`src/rtl/ps2_host_tx.sv`:
```
// PS/2 host-to-device transmitter: inhibits the bus, sends a start bit, eight
// data bits LSB first, odd parity and stop, then checks the device ACK.
module ps2_host_tx #(
  parameter int unsigned INHIBIT_CYCLES = 2500,
  parameter int unsigned TIMEOUT_CYCLES = 375000,
  parameter int unsigned FILTER_LEN     = 8
) (
  input  logic       clk,
  input  logic       reset_n,
  input  logic [7:0] tx_data,
  input  logic       tx_valid,
  output logic       tx_ready,
  output logic       tx_busy,
  output logic       tx_done,
  output logic       tx_error,
  input  logic       ps2_clk_in,
  input  logic       ps2_data_in,
  output logic       ps2_clk_oe,
  output logic       ps2_data_oe
);

  localparam int unsigned INH_W = (INHIBIT_CYCLES > 1) ? $clog2(INHIBIT_CYCLES) : 1;
  localparam int unsigned TO_W  = (TIMEOUT_CYCLES > 1) ? $clog2(TIMEOUT_CYCLES) : 1;
  localparam int unsigned FLT_W = (FILTER_LEN > 1) ? $clog2(FILTER_LEN) : 1;

  typedef enum logic [2:0] {
    ST_IDLE,
    ST_INHIBIT,
    ST_START,
    ST_BITS,
    ST_ACK,
    ST_WAIT_IDLE
  } state_t;

  logic             clk_meta, clk_sync, data_meta, data_sync;
  logic             clk_filt, fall;
  logic [FLT_W-1:0] flt_cnt;

  state_t           state_q, state_d;
  logic [INH_W-1:0] inh_cnt_q, inh_cnt_d;
  logic [TO_W-1:0]  to_cnt_q, to_cnt_d;
  logic [3:0]       bit_idx_q, bit_idx_d;
  logic [8:0]       shift_q, shift_d;
  logic             clk_oe_q, clk_oe_d;
  logic             data_oe_q, data_oe_d;
  logic             ready_q, busy_q;
  logic             done_q, done_d;
  logic             error_q, error_d;
  logic             timeout_c;

  // Pin synchronizers, glitch filter on the clock and registered fall strobe
  always_ff @(posedge clk or negedge reset_n) begin
    if (!reset_n) begin
      clk_meta  <= 1'b1;
      clk_sync  <= 1'b1;
      data_meta <= 1'b1;
      data_sync <= 1'b1;
      clk_filt  <= 1'b1;
      flt_cnt   <= '0;
      fall      <= 1'b0;
    end else begin
      clk_meta  <= ps2_clk_in;
      clk_sync  <= clk_meta;
      data_meta <= ps2_data_in;
      data_sync <= data_meta;
      fall      <= 1'b0;
      if (clk_sync != clk_filt) begin
        if (flt_cnt == FLT_W'(FILTER_LEN - 1)) begin
          clk_filt <= clk_sync;
          flt_cnt  <= '0;
          fall     <= clk_filt & ~clk_sync;
        end else begin
          flt_cnt <= flt_cnt + 1'b1;
        end
      end else begin
        flt_cnt <= '0;
      end
    end
  end

  always_ff @(posedge clk or negedge reset_n) begin
    if (!reset_n) begin
      state_q   <= ST_IDLE;
      inh_cnt_q <= '0;
      to_cnt_q  <= '0;
      bit_idx_q <= '0;
      shift_q   <= '0;
      clk_oe_q  <= 1'b0;
      data_oe_q <= 1'b0;
      ready_q   <= 1'b1;
      busy_q    <= 1'b0;
      done_q    <= 1'b0;
      error_q   <= 1'b0;
    end else begin
      state_q   <= state_d;
      inh_cnt_q <= inh_cnt_d;
      to_cnt_q  <= to_cnt_d;
      bit_idx_q <= bit_idx_d;
      shift_q   <= shift_d;
      clk_oe_q  <= clk_oe_d;
      data_oe_q <= data_oe_d;
      ready_q   <= (state_d == ST_IDLE);
      busy_q    <= (state_d != ST_IDLE);
      done_q    <= done_d;
      error_q   <= error_d;
    end
  end

  // Next-state and next-output logic; timeout wins over a clock fall
  always_comb begin
    state_d   = state_q;
    inh_cnt_d = inh_cnt_q;
    to_cnt_d  = to_cnt_q;
    bit_idx_d = bit_idx_q;
    shift_d   = shift_q;
    clk_oe_d  = 1'b0;
    data_oe_d = data_oe_q;
    done_d    = 1'b0;
    error_d   = 1'b0;
    timeout_c = (to_cnt_q == '0);

    case (state_q)
      ST_IDLE: begin
        data_oe_d = 1'b0;
        if (tx_valid) begin
          shift_d   = {~^tx_data, tx_data};
          inh_cnt_d = INH_W'(INHIBIT_CYCLES - 1);
          clk_oe_d  = 1'b1;
          state_d   = ST_INHIBIT;
        end
      end
      ST_INHIBIT: begin
        clk_oe_d  = 1'b1;
        data_oe_d = 1'b0;
        if (inh_cnt_q == '0) begin
          data_oe_d = 1'b1;
          state_d   = ST_START;
        end else begin
          inh_cnt_d = inh_cnt_q - 1'b1;
        end
      end
      ST_START: begin
        data_oe_d = 1'b1;
        bit_idx_d = '0;
        to_cnt_d  = TO_W'(TIMEOUT_CYCLES - 1);
        state_d   = ST_BITS;
      end
      ST_BITS: begin
        to_cnt_d = to_cnt_q - 1'b1;
        if (timeout_c) begin
          data_oe_d = 1'b0;
          error_d   = 1'b1;
          state_d   = ST_IDLE;
        end else if (fall) begin
          if (bit_idx_q == 4'd9) begin
            data_oe_d = 1'b0;
            state_d   = ST_ACK;
          end else begin
            data_oe_d = ~shift_q[0];
            shift_d   = {1'b0, shift_q[8:1]};
          end
          bit_idx_d = bit_idx_q + 4'd1;
        end
      end
      ST_ACK: begin
        to_cnt_d  = to_cnt_q - 1'b1;
        data_oe_d = 1'b0;
        if (timeout_c) begin
          error_d = 1'b1;
          state_d = ST_IDLE;
        end else if (fall) begin
          if (!data_sync) begin
            state_d = ST_WAIT_IDLE;
          end else begin
            error_d = 1'b1;
            state_d = ST_IDLE;
          end
        end
      end
      ST_WAIT_IDLE: begin
        to_cnt_d  = to_cnt_q - 1'b1;
        data_oe_d = 1'b0;
        if (timeout_c) begin
          error_d = 1'b1;
          state_d = ST_IDLE;
        end else if (clk_sync && data_sync) begin
          done_d  = 1'b1;
          state_d = ST_IDLE;
        end
      end
      default: begin
        data_oe_d = 1'b0;
        state_d   = ST_IDLE;
      end
    endcase
  end

  assign tx_ready    = ready_q;
  assign tx_busy     = busy_q;
  assign tx_done     = done_q;
  assign tx_error    = error_q;
  assign ps2_clk_oe  = clk_oe_q;
  assign ps2_data_oe = data_oe_q;

endmodule
```
`config.mk`:
```
export PLATFORM = sky130hd
export DESIGN_NAME = ps2_host_tx
export DESIGN_NICKNAME = d
export VERILOG_FILES = /design/src/rtl/ps2_host_tx.sv
export SDC_FILE = /design/constraint.sdc
export NUM_CORES = 1
export LEC_CHECK = 0
export BUFFER_PORTS_ARGS = -buffer_cell sky130_fd_sc_hd__buf_2
export CAP_MARGIN = 20
export CORE_MARGIN = 8
export CORE_UTILIZATION = 54
export DETAILED_ROUTE_END_ITERATION = 7
export PLACE_DENSITY = 0.84
export SLEW_MARGIN = 0
export SYNTH_ARGS = -nofsm -noshare
export SYNTH_HDL_FRONTEND = slang
export SYNTH_SLANG_ARGS = --single-unit
```
`constraint.sdc`:
```
create_clock -name clk -period 2.3 [get_ports clk]
set_clock_uncertainty 0.1 [all_clocks]
set_input_delay 0.46 -clock clk [delete_from_list [all_inputs] [get_ports clk]]
set_output_delay 0.46 -clock clk [all_outputs]
set_load 0.03 [all_outputs]
```
* Yosys cells after proc, flatten, opt, wreduce, memory -nomap -nowiden
Index checks and enable logic that the tools add are counted.
** Cells by class
- Equal/unequal tests :: 14
- Bitwise gates (word level) :: 3
- Add/subtract/negate cells :: 4
- Reductions and logical operators :: 17
- Multiplexer cells :: 42
** Operators with widths (count)
- $pmux 19 s2 :: 1
- $mux 3 :: 12
- $mux 9 :: 4
- $mux 12 :: 2
- $pmux 12 s2 :: 1
- $logic_not 19->1 :: 1
- $sub 19x1->19 const B :: 1
- $pmux 3 s6 :: 1
- $pmux 9 s2 :: 1
- $mux 1 :: 14
- $logic_not 12->1 :: 1
- $sub 12x1->12 const B :: 1
- $ne 2x2->1 const B :: 5
- $eq 3x3->1 const B :: 3
- $mux 4 :: 2
- $pmux 4 s2 :: 1
- $reduce_bool 2->1 :: 4
- $reduce_xnor 8->1 :: 1
- $eq 3x2->1 const B :: 2
- $logic_not 3->1 :: 2
- $reduce_and 3->1 :: 2
- $reduce_and 5->1 :: 1
- $add 4x1->4 const B :: 1
- $eq 4x4->1 const B :: 1
- other kinds (13) :: 15
** Word-level totals
- Bits in registers :: 62
- Word-level logic and storage cells :: 98

* Depth between registers and ports, before layout
Gate-level depths: netlist (run 1).
- Depth in word-level cells :: 6
- Gate-level depth with buffers :: 7

* Least setup slack after synthesis (run 1)
Ideal clock, no wire load.
- Path kind :: flip-flop to flip-flop
- Start point :: register to_cnt_q[5]
- End point :: register shift_q[0]
- Path buffers :: 0
- Setup slack :: -0.145 ns
- Stages on the path, launching flop included :: 6
- Arrival time :: 2.220 ns
- Data required time :: 2.075 ns
- Library setup time :: 0.125 ns
- Period minus slack after synthesis :: 2.445 ns
- Cell sequence :: dfrtp_1 -> or4_4 -> or4_4 -> o311ai_4 -> o21ai_2 -> mux2_2
** On the way
- Word-level cells in the longest chain between the ends :: 3
** RTL lines
- from (decl) :: line 41 : logic [TO_W-1:0] to_cnt_q, to_cnt_d;
- from (signal assigned) :: line 97 : to_cnt_q <= to_cnt_d;
- $logic_not 19->1 :: line 120 : timeout_c = (to_cnt_q == '0);
- $ne 2x2->1 (no line)
- $reduce_and 5->1 (no line)
- to (signal assigned) :: line 99 : shift_q <= shift_d;
- to (decl) :: line 43 : logic [8:0] shift_q, shift_d;
Every way passes these cells.
A chain may end at the register's enable or synchronous reset.

* Final worst setup path (run 1)
- Start point :: register to_cnt_q[5]
- End point :: register shift_q[3]
The elaborated chain is that of the path after synthesis.

==> impl_metrics.ini, run 1 <==
[outcome]
outcome = complete, but fails checks
violations = negative setup slack

[power]
power_frac_seq_pct = 52.8
cellInternalPower_mw = 1.661
power.density_mw_per_mm2 = 581.6
p_comb_share_pct = 4.8
power.total_mw = 2.142
sw_frac_of_total_pct = 22.44
p_clk_share_pct = 42.4
p_sw_mw = 0.4808
ir_drop_mv = 0.3746
p_leak_nw = 1.688

[grt]
grt_pass1_wl_microns = 11610
grt_util_met2_pct = 29.29
grt_pass1_vias = 2552
grt.overflow.total = 0
grt_max_degree = 27
track_usage_pct = 16.96
top_usage_layer = met2
grt_use_met3_pct = 4.890
antenna_found_initial = 0
use_met1_pct = 19.56

[timing]
tightest_slew_ns = 0.6040
maxSlewHeadroom_pct = 59.55
setup_slack_ns = -0.07078
setup_viol = 10
hold_ws_ns = 0.002596
period_share_pct = 103.1
max_clock_freq_ghz = 0.4218
post-route-min-period_ns = 2.371
rsz0062_at_grt = yes
report.final.slew_viol_count = 0
finalHoldViolations = 0

[clocking]
worstSkewPairLatency_ns = 0.34
cts_root_buf = clkbuf_8
path_clk_slew_ns = 0.07
htree_num_levels = 3
clock_tree.buffer_depth = 2
cts_sinks = 62
numCtsBuffers = 9
cts_tree = done
cts_hold_buf = 0

[synthesis]
synth_cell_types = 47
synth-async-reset-ratio_pct = 100.0
synthTopCellsByCount = 57 x nand2_1, 56 x dfrtp_1, 17 x nand3_1, 17 x o21ai_0, 15 x nor2_1
syn-num-nets = 333
ys.flop_type = dfrtp_1
synth_top_area_share_pct = 45.14
syn-instance-count = 313
ys_warn_count = 0
synth-seq-cells = 62
syn_avg_cell_area_sq_um = 9.918
synthMostInstantiatedCell = nand2_1
synth_edf_count = 0
ys_seq_area_share_pct = 50.22
synth.cell_area_sq_mm = 0.003104
synth_area_leaders = dfrtp_1 45%, nand2_1 6.9%, dfstp_2 5.1%
synth_top_area_cell = dfrtp_1

[placement]
gp_congestion = 0.8531
port_buffers = 18
dp_hpwl_microns = 4650

[finish]
fillers = 457
fin_nets = 378
drive_gt1_share_pct = 24.24
insertedDiodeCount = 0
ff_latch_area_sq_mm = 0.001559
multiInputGateArea_sq_mm = 0.001515
syn2layout_area_growth_pct = 18.66

[critical_path]
critical_path_class = flip-flop to flip-flop
cp-end-kind = flip-flop
worstSetupStartpointType = flip-flop
required_ns = 2.43
critPathMaxFanout = 8
crit_arrival_ns = 2.50

[die]
start_util_pct = 56.03
die_h_microns = 91.82
row_count = 27
core_sq_mm = 0.005540
ios = 19
die_w_microns = 91.82
die-area_sq_mm = 0.008431

[route]
drtAntennaViolNets = 0
wl_microns = 6639
vias_per_cell = 5.669
vias = 2466
drc = 0
first_pass_iters = 4
wl_per_cell_microns = 15.26
drt-initial-drc-count = 101

[flow_run]
maxCapViolations = 0

[hold_path]
hold_path_class = primary input to async pin
[final cells by class]
type / instances / share of cell area, %
Timing Repair Buffer: 45 / 8.288
Multi-Input combinational cell: 232 / 41.13
Clock inverter: 5 / 1.427
Sequential cell: 62 / 42.32
Inverter: 8 / 0.8152
Clock buffer: 11 / 3.567
Tap cell: 72 / 2.446
[stage by stage]
| stage | setup TNS [ns] | std cells | utilization (%) | area (sq um) | worst slack, ns |
|---|---|---|---|---|---|
| 5_1_grt | -1.084 | 435 | 66.49 | 3684 | -0.1004 |
| 2_1_floorplan | -1.245 | 313 | - | 3112 | -0.1381 |
| 6_report | -0.5290 | 435 | 66.49 | 3684 | -0.07078 |
| 4_1_cts | -0.4447 | 435 | 65.72 | 3641 | -0.06287 |
| 3_3_place_gp | -0.01051 | 418 | 62.26 | 3450 | -0.002100 |
| 3_5_place_dp | -0.5598 | 418 | 62.26 | 3450 | -0.07430 |
[metal layers]
layer | part of all wire [%] | vias up
met5 | 0 | -
met4 | 1.5 | 0
met3 | 5.4 | 10
met2 | 51 | 52
met1 | 42 | 1207
li1 | - | 1197
[cell usage in the layout (no fill, tap or decap), drive strengths merged, types with 2 or more instances in the layout]
cell type / synthesis / final
nand2b: 4 / 4
or4: 5 / 5
dfrtp: 56 / 56
and2: 2 / 2
o211ai: 5 / 5
nand2: 57 / 57
and3: 2 / 2
a31oi: 4 / 4
nor2b: 6 / 6
clkbuf: 10 / 11
o41ai: 2 / 2
nor2: 15 / 15
dfstp: 6 / 6
nand3: 17 / 17
nor4: 6 / 6
xnor2: 12 / 12
buf: 1 / 45
o31ai: 4 / 4
mux2: 10 / 10
o21ai: 18 / 18
o22ai: 3 / 3
clkinv: 1 / 4
or3: 6 / 6
inv: 7 / 7
ha: 7 / 7
o311ai: 2 / 2
xor2: 8 / 8
nor3: 13 / 13
a21oi: 5 / 5
mux2i: 8 / 8
[power by group through the flow]
stage | Clock [mW] | Combinational (mW) | Sequential, mW
2_1_floorplan | 0 | 0.0558 | 1.15
3_3_place_gp | 0 | 0.102 | 1.15
3_5_place_dp | 0 | 0.105 | 1.15
4_1_cts | 0.925 | 0.106 | 1.13
5_1_grt | 0.979 | 0.124 | 1.13
6_report | 0.909 | 0.103 | 1.13
[worst paths after layout]
path | cells past startpoint | endpoint | slack (ns) | from
hold / removal | 1 | inh_cnt_q[10]$_DFFE_PN0P_ | 0.003 | reset_n
max in group asynchronous | 2 | data_meta$_DFF_PN1_ | 1.49 | reset_n
setup reg to reg | 5 | shift_q[3]$_DFFE_PN0P_ | -0.07 | to_cnt_q[5]$_DFFE_PN0P_
setup / recovery | 5 | shift_q[3]$_DFFE_PN0P_ | -0.07 | to_cnt_q[5]$_DFFE_PN0P_
hold reg to reg | 0 | data_sync$_DFF_PN1_ | 0.26 | data_meta$_DFF_PN1_
min in group clk | 1 | clk_meta$_DFF_PN1_ | 0.12 | ps2_clk_in
[logic make-up (layout without fill, tap and decap cells)]
group	Yosys count	in the layout	share of synthesized area [%]
and+or+nand+nor	139	139	22.09
DFF	62	62	50.22
AOI/OAI and AO/OA	48	48	10.44
xor gates and xnor gates	20	20	5.643
buffers and inverters	19	69	2.579
muxes	18	18	6.207
adders and majority gates	7	7	2.821
[flip-flops by register name (all words and copies together), names as in the netlist, 3 cells and up]
signal     count
to_cnt_q      19
inh_cnt_q     12
shift_q        9
bit_idx_q      4
flt_cnt        3
state_q        3
[worst max-delay path: stages, from the launching register on]
cell and delay (ns):
dfrtp_1 0.38, or4_4 0.53, or4_4 0.50, o311ai_4 0.30, o21ai_4 0.14, mux2_2 0.31
[repair_timing]
action	CTS	global route
gates resized for setup	0	8
pin swaps	1	0
setup buffers	1	0
endpoints found under the setup margin	11	21
(Power assumes the default switching activity.)
==> run 2: changes to the inputs <==
--- a/config.mk
+++ b/config.mk
@@ -8,9 +8,9 @@
 export BUFFER_PORTS_ARGS = -buffer_cell sky130_fd_sc_hd__buf_2
 export CAP_MARGIN = 20
 export CORE_MARGIN = 8
-export CORE_UTILIZATION = 54
+export CORE_UTILIZATION = 50
 export DETAILED_ROUTE_END_ITERATION = 7
-export PLACE_DENSITY = 0.84
+export PLACE_DENSITY = 0.79
 export SLEW_MARGIN = 0
 export SYNTH_ARGS = -nofsm -noshare
 export SYNTH_HDL_FRONTEND = slang
==> impl_metrics.ini, run 2 (synthesis results as in run 1) <==
[outcome]
outcome = complete, but fails checks
violations = negative setup slack

[grt]
grt_pass1_vias = 2468
grt.overflow.total = 0
grt_use_met3_pct = 5.000
grt_pass1_wl_microns = 10750
use_met1_pct = 17.22
grt_max_degree = 40
track_usage_pct = 15.07
top_usage_layer = met2
grt_util_met2_pct = 25.96
antenna_found_initial = 0

[die]
ios = 19
start_util_pct = 52.12
row_count = 28
die_h_microns = 94.80
die-area_sq_mm = 0.008986
core_sq_mm = 0.005956
die_w_microns = 94.80

[finish]
layout_common_cells = 57 x nand2_1, 56 x dfrtp_1, 25 x buf_4
reg.largest.list = to_cnt_q: 19 flops, inh_cnt_q: 12 flops, shift_q: 9 flops
syn2layout_area_growth_pct = 18.86
final_area_sq_mm = 0.003690
insertedDiodeCount = 0
drive_gt1_share_pct = 24.24
layout_commonest_cell = nand2_1
fillers = 497
largest-register = to_cnt_q
final_core_util_pct = 61.95
fin_nets = 378
largest_reg_flops = 19

[critical_path]
required_ns = 2.42
worstSetupStartpointType = flip-flop
crit_arrival_ns = 2.48
cp-end-kind = flip-flop
critPathMaxFanout = 8
critical_path_class = flip-flop to flip-flop

[route]
vias_per_cell = 5.411
vias = 2370
wl_microns = 6146
wl_per_cell_microns = 14.03
drc = 0
first_pass_iters = 4
drtAntennaViolNets = 0
drt-initial-drc-count = 96

[clocking]
cts_tree = done
cts_hold_buf = 0
path_clk_slew_ns = 0.07
worstSkewPairLatency_ns = 0.34
cts_root_buf = clkbuf_8
numCtsBuffers = 9
htree_num_levels = 3
clock_tree.buffer_depth = 2
cts_sinks = 62

[timing]
max_clock_freq_ghz = 0.4239
post-route-min-period_ns = 2.359
tightest_slew_ns = 0.5761
setup_viol = 11
rsz0062_at_grt = yes
finalHoldViolations = 0
report.final.slew_viol_count = 0
maxSlewHeadroom_pct = 61.43
setup_slack_ns = -0.05929
period_share_pct = 102.6

[flow_run]
maxCapViolations = 0

[power]
power.density_mw_per_mm2 = 590.6
power.total_mw = 2.179
p_leak_nw = 1.693
ir_drop_mv = 0.5420

[hold_path]
hold_path_class = primary input to async pin

[placement]
dp_hpwl_microns = 4481
port_buffers = 18
placedInstanceArea_sq_mm = 0.003453
gp_congestion = 0.8689
==> run 2: metal layers <==
metal	vias up	share of wire, %
met5	-	0
met4	0	0.99
met3	7	4.5
met2	39	51
met1	1127	43
li1	1197	-
==> run 2: through the flow <==
stage | hold WS [ns] | setup slack, ns | setup TNS, ns | instances
4_1_cts | 0.01442 | -0.08019 | -0.6355 | 437
6_report | 0.01059 | -0.05929 | -0.4669 | 438
3_3_place_gp | 0.2469 | -0.008476 | -0.06090 | 421
2_1_floorplan | 0.06441 | -0.1381 | -1.245 | 313
3_5_place_dp | 0.2468 | -0.06313 | -0.4748 | 421
5_1_grt | 0.04133 | -0.1538 | -1.921 | 438
==> run 2: area by class of cell <==
cell class                      count  area [sq um]  area share (%)
Timing Repair Buffer               45         309.0           8.376
Clock buffer                       10         137.6           3.730
Sequential cell                    62          1559           42.25
Tap cell                           75         93.84           2.543
Clock inverter                      6         61.31           1.662
Inverter                            8         30.03          0.8138
Multi-Input combinational cell    232          1499           40.62
==> run 2: power by group <==
group / internal (mW) / total (mW) / switching, mW
Clock: 0.525 / 0.946 / 0.420
Combinational: 0.0470 / 0.104 / 0.0568
Sequential: 1.12 / 1.13 / 0.0112
==> run 2: path summary, 6_finish.rpt <==
path	startpoint	end	slack (ns)	cells after the start
max	to_cnt_q[5]$_DFFE_PN0P_	shift_q[5]$_DFFE_PN0P_	-0.06	5
min	reset_n	flt_cnt[0]$_DFF_PN0_	0.01	1
max reg2reg	to_cnt_q[5]$_DFFE_PN0P_	shift_q[5]$_DFFE_PN0P_	-0.06	5
min reg2reg	clk_meta$_DFF_PN1_	clk_sync$_DFF_PN1_	0.25	0
max in group asynchronous	reset_n	data_meta$_DFF_PN1_	1.44	2
min in group clk	ps2_data_in	data_meta$_DFF_PN1_	0.12	1
==> run 2: what timing repair did <==
item / 4_1_cts / 5_1_grt
buffers inserted: 0 / 1
resized for setup: 0 / 7
pin swaps: 1 / 1
setup endpoints to repair: 13 / 21
gates cloned: 0 / 0
==> run 2: worst max-delay path, stage by stage (launching register included) <==
cell and delay, ns:
dfrtp_1 0.37, or4_4 0.53, or4_4 0.49, o311ai_4 0.31, o21ai_4 0.14, mux2_2 0.31
